### config.mk
export PLATFORM = sky130hd
export DESIGN_NAME = rf_wport_arbiter_flat
export DESIGN_NICKNAME = d
export VERILOG_FILES = /design/src/rtl/rf_wport_arbiter_if.sv /design/src/rtl/rf_wport_arbiter.sv /design/src/flat_wrapper.sv
export SDC_FILE = /design/constraint.sdc
export NUM_CORES = 1
export LEC_CHECK = 0
export ABC_AREA = 1
export ABC_CLOCK_PERIOD_IN_PS = 5500
export CORE_UTILIZATION = 50
export CTS_CLUSTER_SIZE = 28
export DETAILED_ROUTE_END_ITERATION = 12
export PLACE_DENSITY = 0.79
export RECOVER_POWER = 100
export SYNTH_ARGS = -nofsm -noshare
export SYNTH_HDL_FRONTEND = slang
export SYNTH_SLANG_ARGS = --single-unit
### constraint.sdc
create_clock -name clock -period 5.5 [get_ports clock]
set_input_delay 0.55 -clock clock [delete_from_list [all_inputs] [get_ports clock]]
set_output_delay 0.55 -clock clock [all_outputs]
set_load 0.005 [all_outputs]
### src/rtl/rf_wport_arbiter_if.sv
`default_nettype none
// ============================================================================
// Module      : rf_wport_arbiter_if
// Description : WB / MU request, register-file write and PC-load signal bundle.
// Revision    : 1.0 - initial release
// ============================================================================
interface rf_wport_arbiter_if;
    logic        wb_valid;
    logic [3:0]  wb_rd;
    logic [31:0] wb_data;
    logic        wb_stall;
    logic        mu_req;
    logic [3:0]  mu_rd;
    logic [31:0] mu_data;
    logic        mu_gnt;
    logic        bl;
    logic        rf_ld;
    logic [3:0]  rf_sel;
    logic [31:0] rf_ds;
    logic        pc_ld;
    logic [31:0] pc_data;
    logic        overflow;

    modport master (
        output wb_valid, wb_rd, wb_data, mu_req, mu_rd, mu_data, bl,
        input  wb_stall, mu_gnt, rf_ld, rf_sel, rf_ds, pc_ld, pc_data, overflow
    );

    modport slave (
        input  wb_valid, wb_rd, wb_data, mu_req, mu_rd, mu_data, bl,
        output wb_stall, mu_gnt, rf_ld, rf_sel, rf_ds, pc_ld, pc_data, overflow
    );
endinterface
`default_nettype wire

### src/rtl/rf_wport_arbiter.sv
`default_nettype none
// ============================================================================
// Module      : rf_wport_arbiter
// Description : Register-file write-port arbiter between WB and the MU, with an
//               in-order WB holding FIFO, R14/BL deferral and R15 redirect.
// Revision    : 1.0 - initial release
// ============================================================================
module rf_wport_arbiter #(
    parameter int MAX_WAIT = 3,
    parameter int HB_DEPTH = 2
) (
    input  wire logic          clock,
    input  wire logic          reset,
    rf_wport_arbiter_if.slave  bus
);
    localparam int c_CNT_W  = $clog2(HB_DEPTH + 1);
    localparam int c_PTR_W  = (HB_DEPTH > 1) ? $clog2(HB_DEPTH) : 1;
    localparam int c_WAIT_W = $clog2(MAX_WAIT + 1);

    localparam logic [c_CNT_W-1:0]  c_DEPTH    = c_CNT_W'(HB_DEPTH);
    localparam logic [c_CNT_W-1:0]  c_STALL_TH = c_CNT_W'(HB_DEPTH - 1);
    localparam logic [c_PTR_W-1:0]  c_LAST_PTR = c_PTR_W'(HB_DEPTH - 1);
    localparam logic [c_WAIT_W-1:0] c_MAX_WAIT = c_WAIT_W'(MAX_WAIT);
    localparam logic [3:0]          c_R14      = 4'd14;
    localparam logic [3:0]          c_R15      = 4'd15;

    logic [3:0]          r_hb_rd   [HB_DEPTH];
    logic [31:0]         r_hb_data [HB_DEPTH];
    logic [c_PTR_W-1:0]  r_rd_ptr;
    logic [c_PTR_W-1:0]  r_wr_ptr;
    logic [c_CNT_W-1:0]  r_count;
    logic [c_WAIT_W-1:0] r_wait;

    logic                w_run;
    logic                w_from_fifo;
    logic                w_head_valid;
    logic [3:0]          w_head_rd;
    logic [31:0]         w_head_data;
    logic                w_wb_blk;
    logic                w_mu_blk;
    logic                w_starve;
    logic                w_issue_mu;
    logic                w_issue_wb;
    logic                w_issue;
    logic [3:0]          w_iss_rd;
    logic [31:0]         w_iss_data;
    logic                w_pop;
    logic                w_push;
    logic                w_push_ok;
    logic                w_drop;
    logic [c_CNT_W-1:0]  w_count_nxt;

    // reset is active-low; while asserted nothing is accepted or issued
    assign w_run        = reset;
    assign w_from_fifo  = (r_count != '0);
    assign w_head_valid = w_from_fifo | bus.wb_valid;
    assign w_head_rd    = w_from_fifo ? r_hb_rd[r_rd_ptr]   : bus.wb_rd;
    assign w_head_data  = w_from_fifo ? r_hb_data[r_rd_ptr] : bus.wb_data;

    assign w_wb_blk = bus.bl && (w_head_rd == c_R14);
    assign w_mu_blk = bus.bl && (bus.mu_rd == c_R14);
    assign w_starve = bus.mu_req && (r_wait == c_MAX_WAIT);

    always_comb begin
        w_issue_mu = 1'b0;
        w_issue_wb = 1'b0;
        if (w_run) begin
            if (w_starve && !w_mu_blk) begin
                w_issue_mu = 1'b1;
            end else if (w_head_valid && !w_wb_blk) begin
                w_issue_wb = 1'b1;
            end else if (bus.mu_req && !w_mu_blk) begin
                w_issue_mu = 1'b1;
            end
        end
    end

    assign w_issue    = w_issue_mu | w_issue_wb;
    assign w_iss_rd   = w_issue_mu ? bus.mu_rd   : w_head_rd;
    assign w_iss_data = w_issue_mu ? bus.mu_data : w_head_data;
    assign bus.mu_gnt = w_issue_mu;

    // A live WB result goes to the FIFO unless it was itself the issued head
    assign w_pop     = w_issue_wb && w_from_fifo;
    assign w_push    = w_run && bus.wb_valid && !(w_issue_wb && !w_from_fifo);
    assign w_push_ok = w_push && ((r_count != c_DEPTH) || w_pop);
    assign w_drop    = w_push && !w_push_ok;

    always_comb begin
        w_count_nxt = r_count;
        if (w_push_ok && !w_pop) begin
            w_count_nxt = r_count + 1'b1;
        end else if (!w_push_ok && w_pop) begin
            w_count_nxt = r_count - 1'b1;
        end
    end

    always_ff @(posedge clock) begin
        if (w_push_ok) begin
            r_hb_rd[r_wr_ptr]   <= bus.wb_rd;
            r_hb_data[r_wr_ptr] <= bus.wb_data;
        end
    end

    always_ff @(posedge clock) begin
        if (!reset) begin
            r_rd_ptr     <= '0;
            r_wr_ptr     <= '0;
            r_count      <= '0;
            r_wait       <= '0;
            bus.rf_ld    <= 1'b0;
            bus.rf_sel   <= 4'd0;
            bus.rf_ds    <= 32'd0;
            bus.pc_ld    <= 1'b0;
            bus.pc_data  <= 32'd0;
            bus.wb_stall <= 1'b0;
            bus.overflow <= 1'b0;
        end else begin
            if (w_pop) begin
                r_rd_ptr <= (r_rd_ptr == c_LAST_PTR) ? '0 : r_rd_ptr + 1'b1;
            end
            if (w_push_ok) begin
                r_wr_ptr <= (r_wr_ptr == c_LAST_PTR) ? '0 : r_wr_ptr + 1'b1;
            end
            r_count <= w_count_nxt;

            if (!bus.mu_req || w_issue_mu) begin
                r_wait <= '0;
            end else if (r_wait != c_MAX_WAIT) begin
                r_wait <= r_wait + 1'b1;
            end

            bus.rf_ld <= w_issue && (w_iss_rd != c_R15);
            bus.pc_ld <= w_issue && (w_iss_rd == c_R15);
            if (w_issue && (w_iss_rd != c_R15)) begin
                bus.rf_sel <= w_iss_rd;
                bus.rf_ds  <= w_iss_data;
            end
            if (w_issue && (w_iss_rd == c_R15)) begin
                bus.pc_data <= w_iss_data;
            end

            // one slot stays free for the result arriving as the stall rises
            bus.wb_stall <= (w_count_nxt >= c_STALL_TH);
            bus.overflow <= bus.overflow | w_drop;
        end
    end
endmodule
`default_nettype wire

### src/flat_wrapper.sv
// flat-port wrapper written by rule: the top's interface ports become plain ports
module rf_wport_arbiter_flat 
#(
    parameter int MAX_WAIT = 3,
    parameter int HB_DEPTH = 2
)
  (clock, reset, bus_wb_valid, bus_wb_rd, bus_wb_data, bus_mu_req, bus_mu_rd, bus_mu_data, bus_bl, bus_wb_stall, bus_mu_gnt, bus_rf_ld, bus_rf_sel, bus_rf_ds, bus_pc_ld, bus_pc_data, bus_overflow);
  rf_wport_arbiter_if bus_i ();
  input  wire logic clock;
  input  wire logic reset;
  input wire logic [$bits(bus_i.wb_valid)-1:0] bus_wb_valid;
  input wire logic [$bits(bus_i.wb_rd)-1:0] bus_wb_rd;
  input wire logic [$bits(bus_i.wb_data)-1:0] bus_wb_data;
  input wire logic [$bits(bus_i.mu_req)-1:0] bus_mu_req;
  input wire logic [$bits(bus_i.mu_rd)-1:0] bus_mu_rd;
  input wire logic [$bits(bus_i.mu_data)-1:0] bus_mu_data;
  input wire logic [$bits(bus_i.bl)-1:0] bus_bl;
  output wire logic [$bits(bus_i.wb_stall)-1:0] bus_wb_stall;
  output wire logic [$bits(bus_i.mu_gnt)-1:0] bus_mu_gnt;
  output wire logic [$bits(bus_i.rf_ld)-1:0] bus_rf_ld;
  output wire logic [$bits(bus_i.rf_sel)-1:0] bus_rf_sel;
  output wire logic [$bits(bus_i.rf_ds)-1:0] bus_rf_ds;
  output wire logic [$bits(bus_i.pc_ld)-1:0] bus_pc_ld;
  output wire logic [$bits(bus_i.pc_data)-1:0] bus_pc_data;
  output wire logic [$bits(bus_i.overflow)-1:0] bus_overflow;
  assign bus_i.wb_valid = bus_wb_valid;
  assign bus_i.wb_rd = bus_wb_rd;
  assign bus_i.wb_data = bus_wb_data;
  assign bus_i.mu_req = bus_mu_req;
  assign bus_i.mu_rd = bus_mu_rd;
  assign bus_i.mu_data = bus_mu_data;
  assign bus_i.bl = bus_bl;
  assign bus_wb_stall = bus_i.wb_stall;
  assign bus_mu_gnt = bus_i.mu_gnt;
  assign bus_rf_ld = bus_i.rf_ld;
  assign bus_rf_sel = bus_i.rf_sel;
  assign bus_rf_ds = bus_i.rf_ds;
  assign bus_pc_ld = bus_i.pc_ld;
  assign bus_pc_data = bus_i.pc_data;
  assign bus_overflow = bus_i.overflow;
  rf_wport_arbiter #(.MAX_WAIT(MAX_WAIT), .HB_DEPTH(HB_DEPTH)) u_core (.clock(clock), .reset(reset), .bus(bus_i));
endmodule
==> results of run 1 <==
==> state kept, by name (all words and copies together), names as in the netlist, 2 cells and up, named ones only <==
signal,count
u_core.r_hb_data,64
u_core.r_count,2
u_core.bus.rf_sel,4
u_core.r_wait,2
u_core.r_hb_rd,8
u_core.bus.pc_data,32
u_core.bus.rf_ds,32
==> cell type report <==
cell class	instances	area, sq um	area share
Clock buffer	18	429	0.0483
Sequential cell	151	3740	0.422
Timing Repair Buffer	155	1530	0.172
Clock inverter	14	135	0.0152
Multi-Input combinational cell	561	2490	0.280
Tap cell	176	220	0.0248
Inverter	89	337	0.0379
==> worst max-delay path, cell delays in order, from the launching register on <==
cell and delay [ns]:
dfxtp_1 0.33, inv_1 0.08, ha_1 0.23, inv_2 0.47, buf_4 0.42, nand3_1 0.12, nand2_1 0.12, nor2_1 0.05
nand3_1 0.08, nand3_1 0.26, nand2_2 0.48, buf_4 0.51, inv_1 0.08, clkdlybuf4s50_1 0.45
==> layer usage <==
metal	vias up	routed length [um]	track usage
li1	3010	-	-
met1	2672	7300	0.313
met2	212	7970	0.407
met3	27	1220	0.0632
met4	2	329	0.0941
met5	-	13	0
==> kinds of logic (layout without fill, tap and decap cells) <==
family | count (synthesis) | in the layout | share of synthesized area
AND/OR/NAND/NOR | 446 | 446 | 0.275
AO/OA/AOI/OAI | 111 | 111 | 0.0813
XOR/XNOR | 1 | 1 | 0.00128
adder cells (fa/ha/maj) | 3 | 3 | 0.00548
buffers and inverters | 143 | 276 | 0.0901
flip-flops | 151 | 151 | 0.547
==> power by group through the flow <==
stage,Combinational [mW],Clock [mW],Sequential [mW]
finish,0.640,1.11,1.31
global route,0.724,1.17,1.32
CTS,0.677,1.12,1.32
detailed placement,0.672,0,1.34
global placement,0.663,0,1.34
floorplan,0.396,0,1.34
==> how the worst min path moves through the flow <==
stage	endpoint	cells after the start	slack (ns)
floorplan	register	1	0.43
global placement	u_core.r_rd_ptr$_SDFFE_PN0P_	1	0.44
detailed placement	register	1	0.44
CTS	u_core.bus.overflow$_SDFF_PN0_	3	0.41
global route	u_core.bus.overflow$_SDFF_PN0_	3	0.43
finish	u_core.bus.overflow$_SDFF_PN0_	3	0.41
==> per-stage QoR <==
step / utilization / cells / total power, mW
floorplan: - / 855 / 1.74
global placement: 0.627 / 1132 / 2.00
detailed placement: 0.627 / 1132 / 2.01
CTS: 0.670 / 1164 / 3.12
global route: 0.668 / 1164 / 3.22
finish: 0.668 / 1164 / 3.06
==> placed cells by master (no fill, tap or decap), types with 40 or more instances in the layout <==
cell type	instances
a21oi_1	40
clkdlybuf4s50_1	40
dfxtp_1	79
dlygate4sd3_1	108
edfxtp_1	72
inv_1	86
nand2_1	240
nand3_1	112
nor2_1	74
o21ai_0	61
==> flow_summary.json, run 1 <==
{
  "ir_worst_vdd_v": 0.000245,
  "cts.path.max_buffers": 2,
  "grt.overflow.total": 0,
  "synth_fp_nets": 935,
  "period_needed_ns": 4.69,
  "place_area_sq_mm": 0.00834,
  "postRouteAntennaNets": 0,
  "place_hpwl_mm": 11.1,
  "slew_violations": 0,
  "num_vias": 5923,
  "p_seq_frac": 0.429,
  "min_from": "reset",
  "cp_data_required_time_ns": 4.95,
  "cts_inserted_buffers": 17,
  "pre_cts_slack_ns": 1.33,
  "finalSetupViolCount": 0,
  "r2r_cells": 19,
  "final_nets": 1055,
  "port_buffers": 149,
  "switchingPower_mw": 0.865,
  "critical_path_class": "reg -> out",
  "worst_slack_ns": 0.808,
  "r2r_slack_ns": 0.91,
  "synthDistinctLibCells": 28,
  "area_delta_synth_final_pct": 29.7,
  "yosysSeqAreaShare": 0.547,
  "hold_path.class": "in -> reg",
  "synthTopCellsByCount": "240 x nand2_1, 110 x nand3_1, 86 x inv_1, 79 x dfxtp_1, 75 x nor2_1",
  "cts_sinks": 151,
  "timing.hold.ws_ns": 0.414,
  "ys_top_cells_by_area": "edfxtp_1 32%, dfxtp_1 23%, nand2_1 13%",
  "fin_tns_setup_ns": 0,
  "p_leak_nw": 3.83,
  "skew_ns": 0.00511,
  "ys.flop_type": "dfxtp_1",
  "antenna_found_initial": 2,
  "cp_max_fo": 49,
  "grt_pass1_wl_mm": 27.2,
  "cp-end-kind": "output port",
  "critPathCapture": "bus_mu_gnt",
  "rsz0062_at_grt": "no",
  "crit_arrival_ns": 4.14,
  "fmax_mhz": 213,
  "antenna_cells": 0,
  "drcViolationCount": 0,
  "relSlewSlack": 0.212,
  "die_w_um": 119,
  "ctsRootBufferMaster": "clkbuf_16",
  "design_area_sq_mm": 0.00888,
  "grt_max_degree": 100,
  "grt_usage": 0.248,
  "yosys.area.top_type": "edfxtp_1",
  "post_cts_resized": 0,
  "powerDensity_mw_per_mm2": 345,
  "die_height_um": 119,
  "wl_mm": 16.8,
  "worstReg2RegEnd": "u_core.bus.pc_data[19]$_SDFFE_PN0P_",
  "yosysMostFrequentCell": "nand2_1",
  "critPathLaunchType": "register",
  "synth_edf_count": 72,
  "fin_crit_sh": 0.853,
  "ios": 150,
  "synth-seq-cells": 151,
  "avgSynthCellArea_sq_um": 8.01,
  "drtIter0Drc": 579,
  "cp-startpoint": "u_core.r_count[0]$_SDFF_PN0_",
  "gp_congestion": 0.928,
  "pwr-share-clk": 0.362,
  "cts_tree": "built",
  "syn_inst": 855,
  "internal_power_mw": 2.20,
  "grt_pass1_vias": 5421,
  "fill_cells": 1108,
  "ys_warn_count": 0,
  "swShare": 0.282,
  "postCtsHoldBufs": 0,
  "viasPerCell": 5.09,
  "r2r-start": "u_core.r_count[0]$_SDFF_PN0_",
  "post_cts_buffers": 0,
  "comb_power_share": 0.209,
  "clk_pin_slew_ns": 0.06,
  "drtPass1Iterations": 6,
  "wl_per_cell_um": 14.5,
  "clkLatencyLatePin_ns": 0.42,
  "num_rows": 42,
  "die_area_sq_mm": 0.0142,
  "drive_above_1_share": 0.0496,
  "synth_top_area_share": 0.316,
  "drv_cap": 0,
  "design.core.area_sq_mm": 0.0133,
  "htreeDepth": 4,
  "async_flop_share": 0,
  "status": "finished clean",
  "hold_viol_final": 0,
  "tightest_slew_ns": 1.18,
  "syn_area_sq_mm": 0.00685,
  "start_util": 0.515
}
No activity file was read; power rests on OpenSTA's default activity.
==> run 2, diff against run 1 <==
--- a/config.mk
+++ b/config.mk
@@ -7,10 +7,12 @@
 export LEC_CHECK = 0
 export ABC_AREA = 1
 export ABC_CLOCK_PERIOD_IN_PS = 5500
-export CORE_UTILIZATION = 50
+export CELL_PAD_IN_SITES_DETAIL_PLACEMENT = 0
+export CELL_PAD_IN_SITES_GLOBAL_PLACEMENT = 1
+export CORE_UTILIZATION = 37
 export CTS_CLUSTER_SIZE = 28
 export DETAILED_ROUTE_END_ITERATION = 12
-export PLACE_DENSITY = 0.79
+export PLACE_DENSITY_LB_ADDON = 0.1
 export RECOVER_POWER = 100
 export SYNTH_ARGS = -nofsm -noshare
 export SYNTH_HDL_FRONTEND = slang
==> run 2 against run 1 <==
Net effect: final cell count grew 5.1%; critical path type is now reg -> reg; largest cell class unchanged; register-to-register slack better by 0.18 ns; via count down 2.6%; utilization fell by 17 points.
==> flow_summary.json, run 2 (synthesized netlist as in run 1, its figures left out) <==
{
  "fmax_mhz": 227,
  "die_area_sq_mm": 0.0191,
  "port_buffers": 149,
  "largest_reg_flops": 64,
  "r2r-start": "u_core.r_count[0]$_SDFF_PN0_",
  "min_from": "reset",
  "cp_data_required_time_ns": 5.82,
  "drive_above_1_share": 0.0534,
  "clk_pin_slew_ns": 0.07,
  "antenna_found_initial": 3,
  "r2r_cells": 15,
  "critical-path-top-delay-family": "simple AND/OR/NAND/NOR gates",
  "cp-startpoint": "u_core.r_count[0]$_SDFF_PN0_",
  "design_area_sq_mm": 0.00898,
  "largest-register": "u_core.r_hb_data",
  "max_stage_delay_ns": 0.84,
  "crit_slowest_cell": "nand2_1",
  "period_needed_ns": 4.41,
  "die_height_um": 138,
  "design.core.area_sq_mm": 0.0180,
  "postRouteAntennaNets": 0,
  "area_delta_synth_final_pct": 31.2,
  "crit_buf_inv": 4,
  "cts_tree": "built",
  "grt_pass1_vias": 5582,
  "cp-end-kind": "register",
  "finalPower_mw": 3.08,
  "fin_crit_sh": 0.802,
  "powerDensity_mw_per_mm2": 343,
  "viasPerCell": 4.72,
  "cts_sinks": 151,
  "wl_mm": 18.5,
  "num_vias": 5767,
  "p_leak_nw": 3.87,
  "cp_max_fo": 37,
  "grt_max_degree": 74,
  "final_cell_mix": "242 x nand2_1, 111 x nand3_1, 109 x dlygate4sd3_1",
  "finalSetupViolCount": 0,
  "postCtsHoldBufs": 0,
  "place_area_sq_mm": 0.00844,
  "wl_per_cell_um": 15.1,
  "place_inst": 1190,
  "place_hpwl_mm": 12.2,
  "fill_cells": 1808,
  "critPathMostFrequentCell": "nand2_1",
  "num_rows": 49,
  "post_cts_buffers": 0,
  "rsz0062_at_grt": "no",
  "grt_pass1_wl_mm": 30.1,
  "drcViolationCount": 0,
  "layout_commonest_cell": "nand2_1",
  "start_util": 0.380,
  "relSlewSlack": 0.254,
  "gp_congestion": 0.780,
  "ios": 150,
  "ctsRootBufferMaster": "clkbuf_16",
  "clkLatencyLatePin_ns": 0.43,
  "fin_tns_setup_ns": 0,
  "skew_ns": 0.0113,
  "tightest_slew_ns": 1.12,
  "drv_cap": 0,
  "top_regs": "u_core.r_hb_data: 64 flops, u_core.bus.pc_data: 32 flops, u_core.bus.rf_ds: 32 flops",
  "die_w_um": 138,
  "final_nets": 1060,
  "drtIter0Drc": 402,
  "grt.overflow.total": 0,
  "hold_path.class": "in -> reg",
  "worstPathCellList": "inv_1 > ha_1 > inv_2 > nand3_1 > nand2_1 > nor2_1 > nand3_1 > nand3_4 > nand2_1 > nand2_1 > nand3_1 > buf_4 > nand2_1 > clkinv_1 > nor2_1",
  "critPathLaunchType": "register",
  "hold_viol_final": 0,
  "cts.path.max_buffers": 2,
  "drtPass1Iterations": 4,
  "status": "finished clean",
  "grt_usage": 0.201,
  "post_cts_resized": 0,
  "cts_inserted_buffers": 17,
  "worst-path-stages": 15,
  "htreeDepth": 4,
  "final_cells": 1223,
  "ir_worst_vdd_v": 0.000209,
  "critical_path_class": "reg -> reg",
  "holdPathStages": 3,
  "crit_arrival_ns": 4.73,
  "slew_violations": 0
}
## run 2: changes by cell type in the layout (fill, tap and decap cells not counted), moves of 3 or more
cell,change
inv_6,+6
buf_4,+4
clkinv_4,+3
clkinvlp_4,-4
## run 2: worst min-delay path, delay by kind of cell
family	cells	cell delay (ns)
simple gates	1	0.10
buf+inv	2	0.18
## run 2: area by class of cell
type	count	area, sq um	share of cell area
Sequential cell	151	3740	0.417
Timing Repair Buffer	160	1560	0.174
Clock buffer	18	450	0.0501
Inverter	89	337	0.0375
Tap cell	229	287	0.0319
Clock inverter	14	111	0.0124
Multi-Input combinational cell	561	2490	0.277
Antenna cell	1	2.50	0.000279
## run 2: routing by layer
layer  wire length, um  vias up  GRT usage
met1              8580     2606      0.261
met4               138        4     0.0521
met3               847       12     0.0530
met2              8880      117      0.333
met5                25        -          0
li1                  -     3028          -
## run 2: worst paths after layout
kind	endpoint	slack, ns
max reg2reg	u_core.bus.pc_data[11]$_SDFFE_PN0P_	1.09
max	u_core.bus.pc_data[11]$_SDFFE_PN0P_	1.09
min	u_core.bus.overflow$_SDFF_PN0_	0.44
min reg2reg	u_core.bus.rf_sel[3]$_SDFFE_PN0P_	0.45
## run 2: per-stage QoR
| stage | setup WS [ns] | utilization | hold slack [ns] |
|---|---|---|---|
| after floorplan | 1.67 | - | 0.426 |
| after global placement | 1.56 | 0.468 | 0.435 |
| after detailed placement | 1.56 | 0.468 | 0.443 |
| after CTS | 1.53 | 0.500 | 0.433 |
| after global routing | 0.614 | 0.498 | 0.458 |
| final | 1.09 | 0.498 | 0.444 |
## run 2: power by group
group,total (mW),internal [mW],switching [mW]
clock,1.11,0.614,0.497
combinational,0.658,0.269,0.389
sequential,1.31,1.27,0.0396
==> run 3, diff against run 2 <==
--- a/config.mk
+++ b/config.mk
@@ -6,7 +6,7 @@
 export NUM_CORES = 1
 export LEC_CHECK = 0
 export ABC_AREA = 1
-export ABC_CLOCK_PERIOD_IN_PS = 5500
+export ABC_CLOCK_PERIOD_IN_PS = 4400
 export CELL_PAD_IN_SITES_DETAIL_PLACEMENT = 0
 export CELL_PAD_IN_SITES_GLOBAL_PLACEMENT = 1
 export CORE_UTILIZATION = 37
==> constraint.sdc (replaced) <==
create_clock -name clock -period 4.4 [get_ports clock]
set_input_delay 0.44 -clock clock [delete_from_list [all_inputs] [get_ports clock]]
set_output_delay 0.44 -clock clock [all_outputs]
set_load 0.005 [all_outputs]
==> run 3 against run 2 <==
Net effect: via count hardly changed; utilization is 0.25 points higher; hold slack lost 0.10 ns; clock-buffer cell count increased by 4; critical path type is now reg -> out; largest power group unchanged.
==> flow_summary.json, run 3 (synthesized netlist as in run 1, its figures left out) <==
{
  "status": "finished clean",
  "antenna_found_initial": 2,
  "postCtsHoldBufs": 0,
  "use_met1": 0.264,
  "wl_mm": 18.5,
  "htreeDepth": 4,
  "postLayoutCoreUtil": 0.501,
  "finalPower_mw": 3.90,
  "wl_per_cell_um": 15.2,
  "final_cells": 1222,
  "drv_cap": 0,
  "period_needed_ns": 3.80,
  "grt_pass1_vias": 5439,
  "drcViolationCount": 0,
  "port_buffers": 149,
  "grt_max_degree": 88,
  "cp_data_required_time_ns": 3.96,
  "die_area_sq_mm": 0.0191,
  "gp_congestion": 0.767,
  "layout_commonest_cell": "nand2_1",
  "critPathLaunchType": "register",
  "ctsRootBufferMaster": "clkbuf_16",
  "die_height_um": 138,
  "min_from": "reset",
  "use_met3": 0.0502,
  "cts_sinks": 151,
  "cp_max_fo": 36,
  "drtPass1Iterations": 7,
  "powerDensity_mw_per_mm2": 432,
  "grtUsageMet2": 0.321,
  "p_leak_nw": 3.89,
  "critPathMostFrequentCell": "nand3_1",
  "grt_pass1_wl_mm": 29.7,
  "drive_above_1_share": 0.0544,
  "critical_path_class": "reg -> out",
  "r2r_cells": 15,
  "skew_ns": 0.0131,
  "cts_inserted_buffers": 17,
  "cp-end-kind": "output port",
  "crit_arrival_ns": 3.36,
  "top_regs": "u_core.r_hb_data: 64 flops, u_core.bus.pc_data: 32 flops, u_core.bus.rf_ds: 32 flops",
  "grt_usage": 0.199,
  "area_delta_synth_final_pct": 31.9,
  "slew_violations": 0,
  "hold_viol_final": 0,
  "worstPathCellList": "inv_4 > nand2_1 > nand3_1 > o21ai_0 > nand3_1 > nand3_4 > nand2_2 > inv_1 > clkdlybuf4s50_1",
  "hold_path.class": "in -> reg",
  "num_rows": 49,
  "largest-register": "u_core.r_hb_data",
  "design.core.area_sq_mm": 0.0180,
  "drtIter0Drc": 388,
  "place_hpwl_mm": 12.2,
  "ios": 150,
  "post_cts_resized": 0,
  "final_nets": 1059,
  "postRouteAntennaNets": 0,
  "busiest_layer": "met2",
  "num_vias": 5770,
  "viasPerCell": 4.72,
  "worstReg2RegEnd": "u_core.bus.rf_sel[1]$_SDFFE_PN0P_",
  "r2r_slack_ns": 0.73,
  "tightest_slew_ns": 0.792,
  "ir_worst_vdd_v": 0.000285,
  "cts.path.max_buffers": 2,
  "place_inst": 1189,
  "grt.overflow.total": 0,
  "die_w_um": 138,
  "crit_slowest_cell": "dfxtp_1",
  "cts_tree": "built",
  "holdPathStages": 3,
  "largest_reg_flops": 64,
  "max_stage_delay_ns": 0.75,
  "fin_crit_sh": 0.863,
  "clk_pin_slew_ns": 0.07,
  "fmax_mhz": 263,
  "post_cts_buffers": 0,
  "finalSetupViolCount": 0,
  "hold_end": "u_core.r_count[1]$_SDFF_PN0_",
  "fin_tns_setup_ns": 0,
  "rsz0062_at_grt": "no",
  "relSlewSlack": 0.472,
  "clkLatencyLatePin_ns": 0.42,
  "start_util": 0.380,
  "final_cell_mix": "240 x nand2_1, 111 x nand3_1, 108 x dlygate4sd3_1"
}
run 3: cell types whose count changed in the layout (fill, tap and decap cells not counted), moves of 2 or more:
cell and delta:
buf_4 -2, clkinv_2 +2, clkinv_4 -2, inv_6 -5
nand2_1 -2
run 3: final cells by class:
type | instances | area (sq um)
antenna | 1 | 2.50
clock buffer | 22 | 497
fill | 1805 | 9000
clock inverter | 10 | 90.1
timing repair buffer | 159 | 1570
tap | 229 | 287
inverter | 89 | 337
sequential | 151 | 3740
multi-input combinational | 561 | 2500
run 3: through the flow:
step                setup slack, ns  instance area [sq um]  hold WS, ns
floorplan                     0.568                   6850        0.426
CTS                           0.632                   9040        0.328
finish                        0.604                   9030        0.340
detailed placement            0.832                   8450        0.443
global route                  0.218                   9030        0.350
global placement              0.946                   8450        0.440
run 3: power breakdown:
| group | total (mW) | internal (mW) | switching (mW) |
|---|---|---|---|
| sequential | 1.64 | 1.59 | 0.0534 |
| clock | 1.44 | 0.861 | 0.577 |
| combinational | 0.822 | 0.339 | 0.482 |
run 3: worst max-delay path by stage:
stage	from	endpoint	slack (ns)	depth (start not counted)
2_1_floorplan	u_core.r_count[0]$_SDFF_PN0_	u_core.r_hb_data[1][0]$_DFFE_PP_	0.57	14
3_3_place_gp	register	u_core.r_hb_data[1][15]$_DFFE_PP_	0.95	13
3_5_place_dp	register	u_core.bus.rf_sel[1]$_SDFFE_PN0P_	0.83	15
4_1_cts	register	bus_mu_gnt	0.63	9
5_1_grt	register	u_core.bus.rf_sel[3]$_SDFFE_PN0P_	0.22	15
6_report	register	bus_mu_gnt	0.60	9
run 3: layer usage:
layer | part of all wire | vias up
li1 | - | 3008
met1 | 0.46 | 2607
met2 | 0.48 | 137
met3 | 0.051 | 16
met4 | 0.012 | 2
met5 | 0.00043 | -
run 3: worst max-delay path: cells and delay by family (launching register included):
kind                   cells  cell delay, ns
AOI/OAI and AO/OA          1            0.21
DFF                        1            0.75
and+or+nand+nor            5            0.94
buffers and inverters      3            1.00
